**src/rtl/gerador_endereco_pkg.sv**
```systemverilog
// gerador_endereco_pkg: shared widths and phase numbers for the multicycle address generator.
package gerador_endereco_pkg;
    localparam int LARGURA   = 32;
    localparam int FASES     = 10;
    localparam int FASE_CALC = 6;
    localparam int FASE_PC   = 9;
    localparam int FASE_W    = 4;
    localparam int LARG_IMED = 16;
    localparam int LARG_ALVO = 26;

    function automatic logic seleciona(input logic jump, input logic branch, input logic zero);
        return jump | (branch & zero);
    endfunction
endpackage

```
**src/rtl/gerador_endereco_contador_fase.sv**
```systemverilog
// contador_fase: mod-MODULO phase counter with enable and async active-low reset.
module contador_fase #(
    parameter int MODULO = 10,
    parameter int W      = 4
) (
    input  logic         clock,
    input  logic         reset,
    input  logic         habilita,
    output logic [W-1:0] fase
);
    logic [W-1:0] fase_q, fase_d;

    always_comb fase_d = !habilita ? fase_q : (fase_q == W'(MODULO - 1)) ? '0 : fase_q + W'(1);

    always_ff @(posedge clock or negedge reset) begin
        if (!reset) fase_q <= '0;
        else        fase_q <= fase_d;
    end

    assign fase = fase_q;
endmodule

```
**src/rtl/gerador_endereco.sv**
```systemverilog
// gerador_endereco: forms PC+4 and branch/jump candidates once per instruction and loads PC from the external mux.
module gerador_endereco #(
    parameter int LARGURA    = gerador_endereco_pkg::LARGURA,
    parameter int FASES      = gerador_endereco_pkg::FASES,
    parameter int FASE_CALC  = gerador_endereco_pkg::FASE_CALC,
    parameter int FASE_PC    = gerador_endereco_pkg::FASE_PC,
    parameter logic [LARGURA-1:0] PC_INICIAL = '0
) (
    input  logic               clock,
    input  logic               reset,
    input  logic               habilita,
    input  logic               branch,
    input  logic               zero,
    input  logic               jump,
    input  logic [15:0]        imediato,
    input  logic [25:0]        alvo_jump,
    input  logic [LARGURA-1:0] saidaMux1,
    output logic [LARGURA-1:0] endereco1,
    output logic [LARGURA-1:0] endereco2,
    output logic               control,
    output logic [LARGURA-1:0] pc,
    output logic [3:0]         fase,
    output logic               pc_valido
);
    import gerador_endereco_pkg::*;

    logic [FASE_W-1:0]  fase_w;
    logic               calc, carga;
    logic [LARGURA-1:0] pc4, desvio, alvo, sext;
    logic [LARGURA-1:0] pc_q, pc_d, end1_q, end1_d, end2_q, end2_d;
    logic               ctrl_q, ctrl_d, valido_q, valido_d;

    contador_fase #(.MODULO(FASES), .W(FASE_W)) u_contador_fase (
        .clock    (clock),
        .reset    (reset),
        .habilita (habilita),
        .fase     (fase_w)
    );

    // Jump keeps the top bits of PC+4, as in the MIPS J-format region rule.
    always_comb begin
        calc     = habilita && (fase_w == FASE_W'(FASE_CALC));
        carga    = habilita && (fase_w == FASE_W'(FASE_PC));
        pc4      = pc_q + LARGURA'(4);
        sext     = {{(LARGURA - LARG_IMED){imediato[LARG_IMED-1]}}, imediato};
        desvio   = pc4 + (sext << 2);
        alvo     = {pc4[LARGURA-1 -: LARGURA-LARG_ALVO-2], alvo_jump, 2'b00};
        end1_d   = calc ? pc4 : end1_q;
        end2_d   = calc ? (jump ? alvo : desvio) : end2_q;
        ctrl_d   = calc ? seleciona(jump, branch, zero) : ctrl_q;
        pc_d     = carga ? saidaMux1 : pc_q;
        valido_d = carga;
    end

    always_ff @(posedge clock or negedge reset) begin
        if (!reset) begin
            pc_q     <= PC_INICIAL;
            end1_q   <= '0;
            end2_q   <= '0;
            ctrl_q   <= 1'b0;
            valido_q <= 1'b0;
        end else begin
            pc_q     <= pc_d;
            end1_q   <= end1_d;
            end2_q   <= end2_d;
            ctrl_q   <= ctrl_d;
            valido_q <= valido_d;
        end
    end

    assign endereco1 = end1_q;
    assign endereco2 = end2_q;
    assign control   = ctrl_q;
    assign pc        = pc_q;
    assign fase      = fase_w;
    assign pc_valido = valido_q;
endmodule

```
**config.mk**
```make
export PLATFORM = sky130hd
export DESIGN_NAME = gerador_endereco
export DESIGN_NICKNAME = d
export VERILOG_FILES = /design/src/rtl/gerador_endereco_pkg.sv /design/src/rtl/gerador_endereco_contador_fase.sv /design/src/rtl/gerador_endereco.sv
export SDC_FILE = /design/constraint.sdc
export NUM_CORES = 1
export LEC_CHECK = 0
export BUFFER_PORTS_ARGS = -buffer_cell sky130_fd_sc_hd__buf_2
export CORE_MARGIN = 2
export CORE_UTILIZATION = 55
export DETAILED_ROUTE_END_ITERATION = 10
export PLACE_DENSITY = 0.86
export SETUP_SLACK_MARGIN = 0.05
export SYNTH_ARGS = -nofsm -noshare
export SYNTH_HDL_FRONTEND = slang
export SYNTH_SLANG_ARGS = --single-unit
```
**constraint.sdc**
```tcl
create_clock -name clock -period 5.8 [get_ports clock]
set_input_delay 0.87 -clock clock [delete_from_list [all_inputs] [get_ports clock]]
set_output_delay 0.87 -clock clock [all_outputs]
set_load 0.02 [all_outputs]
```
---- Word-level counts from Yosys, hierarchy flattened ----
Index checks and enable logic that the tools add are counted.
storage, ports and cells
  register bits ........................... 102
  input port bits ......................... 80
  word-level logic and storage cells ...... 17
cells by class
  add/subtract/negate cells ............... 3
  eq/ne operators ......................... 2
  muxes and demuxes ....................... 2
  bitwise logic cells ..................... 2
  reductions and logical operators ........ 2
operators by type and width
  kind                   count
  $add 32x3->32 const B  1
  $add 32x32->32         1
  $mux 32                1
  $add 4x1->4 const B    1
  $eq 4x3->1 const B     1
  $eq 4x4->1 const B     1
  $mux 4                 1
  $logic_and 1x1->1      2
  $and 1x1->1            1
  $or 1x1->1             1

---- Longest topological paths before layout ----
  word-level depth ........................ 3
  depth in mapped cells ................... 17

---- Hierarchy ----
From an unflattened synthesis, not the netlist that was laid out.
second synthesis, totals
  cell total of the unflattened synthesis .. 742
  area, all modules ....................... 6145.9 µm²
by module, submodules not included
  module            instances  cells an instance  area each (µm²)  sequential area each (µm²)
  gerador_endereco  1          726                5960.7           2452.4
  contador_fase     1          16                 185.2            100.1

---- Worst setup path after synthesis ----
Ideal clock, no wire load.
  path type ............................... reg2reg
  start ................................... register pc_q[9], in the netlist pc[9]
  end ..................................... register end2_q[31], in the netlist endereco2[31]
  arrival time ............................ 3.762 ns
  path slack .............................. 1.946 ns
  cell stages (with the launch flop) ...... 14
  period minus slack after synthesis ...... 3.854 ns
  cell sequence ........................... dfrtp_1 > and4_1 > nand3_1 > nor4_1 > nand3_1 > xnor2_1 > ha_1 > a21o_1 > o21bai_1 > a2111oi_1 > a211oi_2 > or3_1 > and4_1 > o31ai_2
between the ends
  longest elaborated chain between the ends .. 3
ends and longest elaborated chain
  what                    RTL line                RTL
  from (decl)             gerador_endereco.sv:30  logic [LARGURA-1:0] pc_q, pc_d, end1_q, end1_d, end2_q, end2_d;
  from (signal assigned)  gerador_endereco.sv:63  pc_q <= pc_d;
  $add 32x3->32           gerador_endereco.sv:44  pc4 = pc_q + LARGURA'(4);
  named net pc4[22]       gerador_endereco.sv:29  logic [LARGURA-1:0] pc4, desvio, alvo, sext;
  $add 32x32->32          gerador_endereco.sv:46  desvio = pc4 + (sext << 2);
  $mux 32                 gerador_endereco.sv:49  end2_d = calc ? (jump ? alvo : desvio) : end2_q;
  to (signal assigned)    gerador_endereco.sv:65  end2_q <= end2_d;
  to (decl)               gerador_endereco.sv:30
The timed path passes the listed nets, and every way through them passes these cells.
A chain may end at the register's enable or synchronous reset.

---- Worst setup path after layout ----
Same ends and word-level chain as after synthesis.

==> flow_summary.toml <==
[run_status]
status = "finished, final reports clean"

[finish]
fin_nets = 967
antennaDiodeCount = 0
final_cell_mix = "180 x buf_2, 160 x nand2_1, 102 x dfrtp_1, 43 x o21ai_0, 38 x a21oi_1"
design_area_um2 = 7315
area_growth_pct = 19.33
final_common_cell = "buf_2"
drive_gt1_share_pct = 28.04

[yosys]
synthSimpleGateAreaFrac_pct = 19.23
syn_avg_cell_area_um2 = 8.975
synth-seq-cells = 102
synth.area.mux_share_pct = 6.512
synthCells = 683
ys_async_sr_fraction_pct = 100.0
yosysUniqueCellTypes = 51
syn_nets = 799
synth-compound-area-share_pct = 15.60
synthXorXnorAreaFrac_pct = 7.287
synth_ff_type = "dfrtp_1"
synth_adder_area_share_pct = 7.471
synthesis.area_um2 = 6130
synth-edff-count = 0
yosysWarningCount = 0
synth_top_family_by_area = "simple AND/OR/NAND/NOR gates"
seq_area_frac_synth_pct = 41.64

[sta]
period_needed_ps = 4488
finalSetupTns_ps = 0
rsz0062_at_grt = "no"
fin_crit_sh_pct = 77.37
hold_viol = 0
clock.fmax_mhz = 222.8
finalSetupViolCount = 0
worstMarginPinSlew_ps = 1174
setup_ws_ps = 1312
fin_skew_ps = 14.97
slew_headroom_pct = 21.33
report.final.slew_viol_count = 0

[min_path]
hp-class = "input port to asynchronous set/reset pin"

[global_routing]
grt_usage_pct = 27.42
grt_max_degree = 58
grt_pass1_wl_um = 25560
grt_pass1_vias = 5245
antenna_found_initial = 0
grt_overflow_total = 0

[die]
die_area_um2 = 12010
num_rows = 38
start_util_pct = 56.54
die_h_um = 109.6
die_w_um = 109.6
core_area_um2 = 10840
ios = 182

[clocking]
cts_tree = "yes"
postCtsHoldBufs = 0
cts_resized = 0
cts_setup_buffers = 0
clock_latency_ps = 370
cts_sinks = 102
path_clk_slew_ps = 100
htree_levels = 3
numCtsBuffers = 9
root_buffer = "clkbuf_8"
clockBufferDepth = 2

[critical_path]
worstSetupStartpointType = "flop"
end_kind = "flop"
cp.required_ps = 6080
critPathArrivalTime_ps = 4770
path_class = "flop to flop"
path_max_fanout = 7

[routing]
routed_wl_um = 16110
vias = 5562
ant_nets = 0
wl_per_cell_um = 16.18
drt_iter0_drc = 353
drt-vias-per-instance = 5.584
drc = 0
dr.pass1.iters = 5

[power_and_ir_drop]
cellPowerDensity_nw_per_um2 = 569.0
irDropWorstVdd_mv = 0.2690
leakage_nw = 3.800
power.total_mw = 4.162

[placed_design]
io_buffer_count = 181
place.gp.congestion = 0.9042
place_ws_ps = 1515
hpwl_um = 12310
place_area_um2 = 7139

[run]
maxCapViolCount = 0
## worst paths after layout
path | cells after the start | end | slack (ps) | start
worst max-delay path | 13 | endereco2[31] | 1310 | pc[9]
worst min-delay path | 1 | pc[10] | 470 | reset
worst max register to register | 13 | endereco2[31] | 1310 | pc[9]
worst min register to register | 2 | endereco1[23] | 480 | endereco1[23]
max in group asynchronous | 2 | endereco2[29] | 4210 | reset
min in group clock | 2 | endereco1[23] | 480 | endereco1[23]
## metrics by stage
| step | util, % | hold WS, ps | instances |
|---|---|---|---|
| 2_1_floorplan | - | 480.5 | 683 |
| 3_3_place_gp | 65.86 | 452.9 | 980 |
| 3_5_place_dp | 65.86 | 457.1 | 980 |
| 4_1_cts | 67.47 | 479.7 | 996 |
| 5_1_grt | 67.47 | 504.2 | 996 |
| 6_report | 67.47 | 472.0 | 996 |
## report_power, final
| part | internal (mW) | switching [mW] | total, mW |
|---|---|---|---|
| Sequential | 1.02 | 0.278 | 1.30 |
| Clock | 0.162 | 0.257 | 0.419 |
| Combinational | 0.950 | 1.49 | 2.44 |
## critical path, stage by stage, from the launching register on
cell       delay, ps
dfrtp_1          450
and4_1           250
nand3_1          150
nor4_1           740
nand3_1          190
xnor2_1          280
ha_1             340
a21o_1           190
o21bai_1         180
a2111oi_1        650
a211oi_2         170
or3_1            390
and4_1           220
o31ai_2          200
## cell families after synthesis
group                      Yosys count
AOI/OAI and AO/OA                  152
buffers and inverters               35
xor gates and xnor gates            51
adders and majority gates           36
muxes                               36
DFF                                102
and+or+nand+nor                    271
## metal layers
layer  part of all wire (%)  up-vias  GRT usage [%]  wire (um)
met5                      0        -              0          0
met4                    2.1        0          8.770        338
met3                    5.9       28          4.268        947
met2                     48      194          45.33       7676
met1                     44     2625          37.12       7149
li1                       -     2715              -          -
## cell type report
cell class / instances / area, um^2
sequential: 102 / 2552
clock inverter: 5 / 43.79
multi-input combinational: 546 / 3451
clock buffer: 11 / 131.4
tap: 140 / 175.2
inverter: 8 / 30.03
fill: 918 / 3526
timing repair buffer: 184 / 930.9
## Yosys cell counts, drive strengths merged, types with 2 or more instances
cell / number / area (um^2)
nand3: 23 / 115.1
mux2i: 5 / 50.05
a211oi: 9 / 72.57
clkbuf: 20 / 75.07
buf: 7 / 33.78
or2: 2 / 12.51
o21a: 4 / 30.03
inv: 8 / 30.03
dfrtp: 102 / 2552
a21o: 18 / 135.1
o31ai: 2 / 20.02
o211ai: 4 / 30.03
ha: 35 / 437.9
nand2: 160 / 600.6
nor4: 4 / 25.02
or3: 2 / 17.52
xnor2: 29 / 254.0
o21ai: 48 / 244.0
o2111ai: 2 / 23.77
and3: 9 / 56.30
nor2b: 3 / 18.77
mux2: 31 / 349.1
o22ai: 3 / 18.77
nand2b: 5 / 31.28
a2111oi: 3 / 27.53
a21oi: 39 / 198.9
nor3: 8 / 40.04
nor2: 38 / 142.6
and4: 5 / 43.79
a31oi: 5 / 31.28
nand4: 6 / 37.54
o311ai: 3 / 26.28
o21bai: 6 / 45.04
xor2: 22 / 192.7
and2: 6 / 37.54
## sequential cells by signal, summed over array words and instances, names as in the netlist
name / flops
endereco2: 32
u_contador_fase.fase: 4
pc_valido: 1
endereco1: 32
pc: 32
control: 1
No activity file was read; power rests on OpenSTA's default activity.
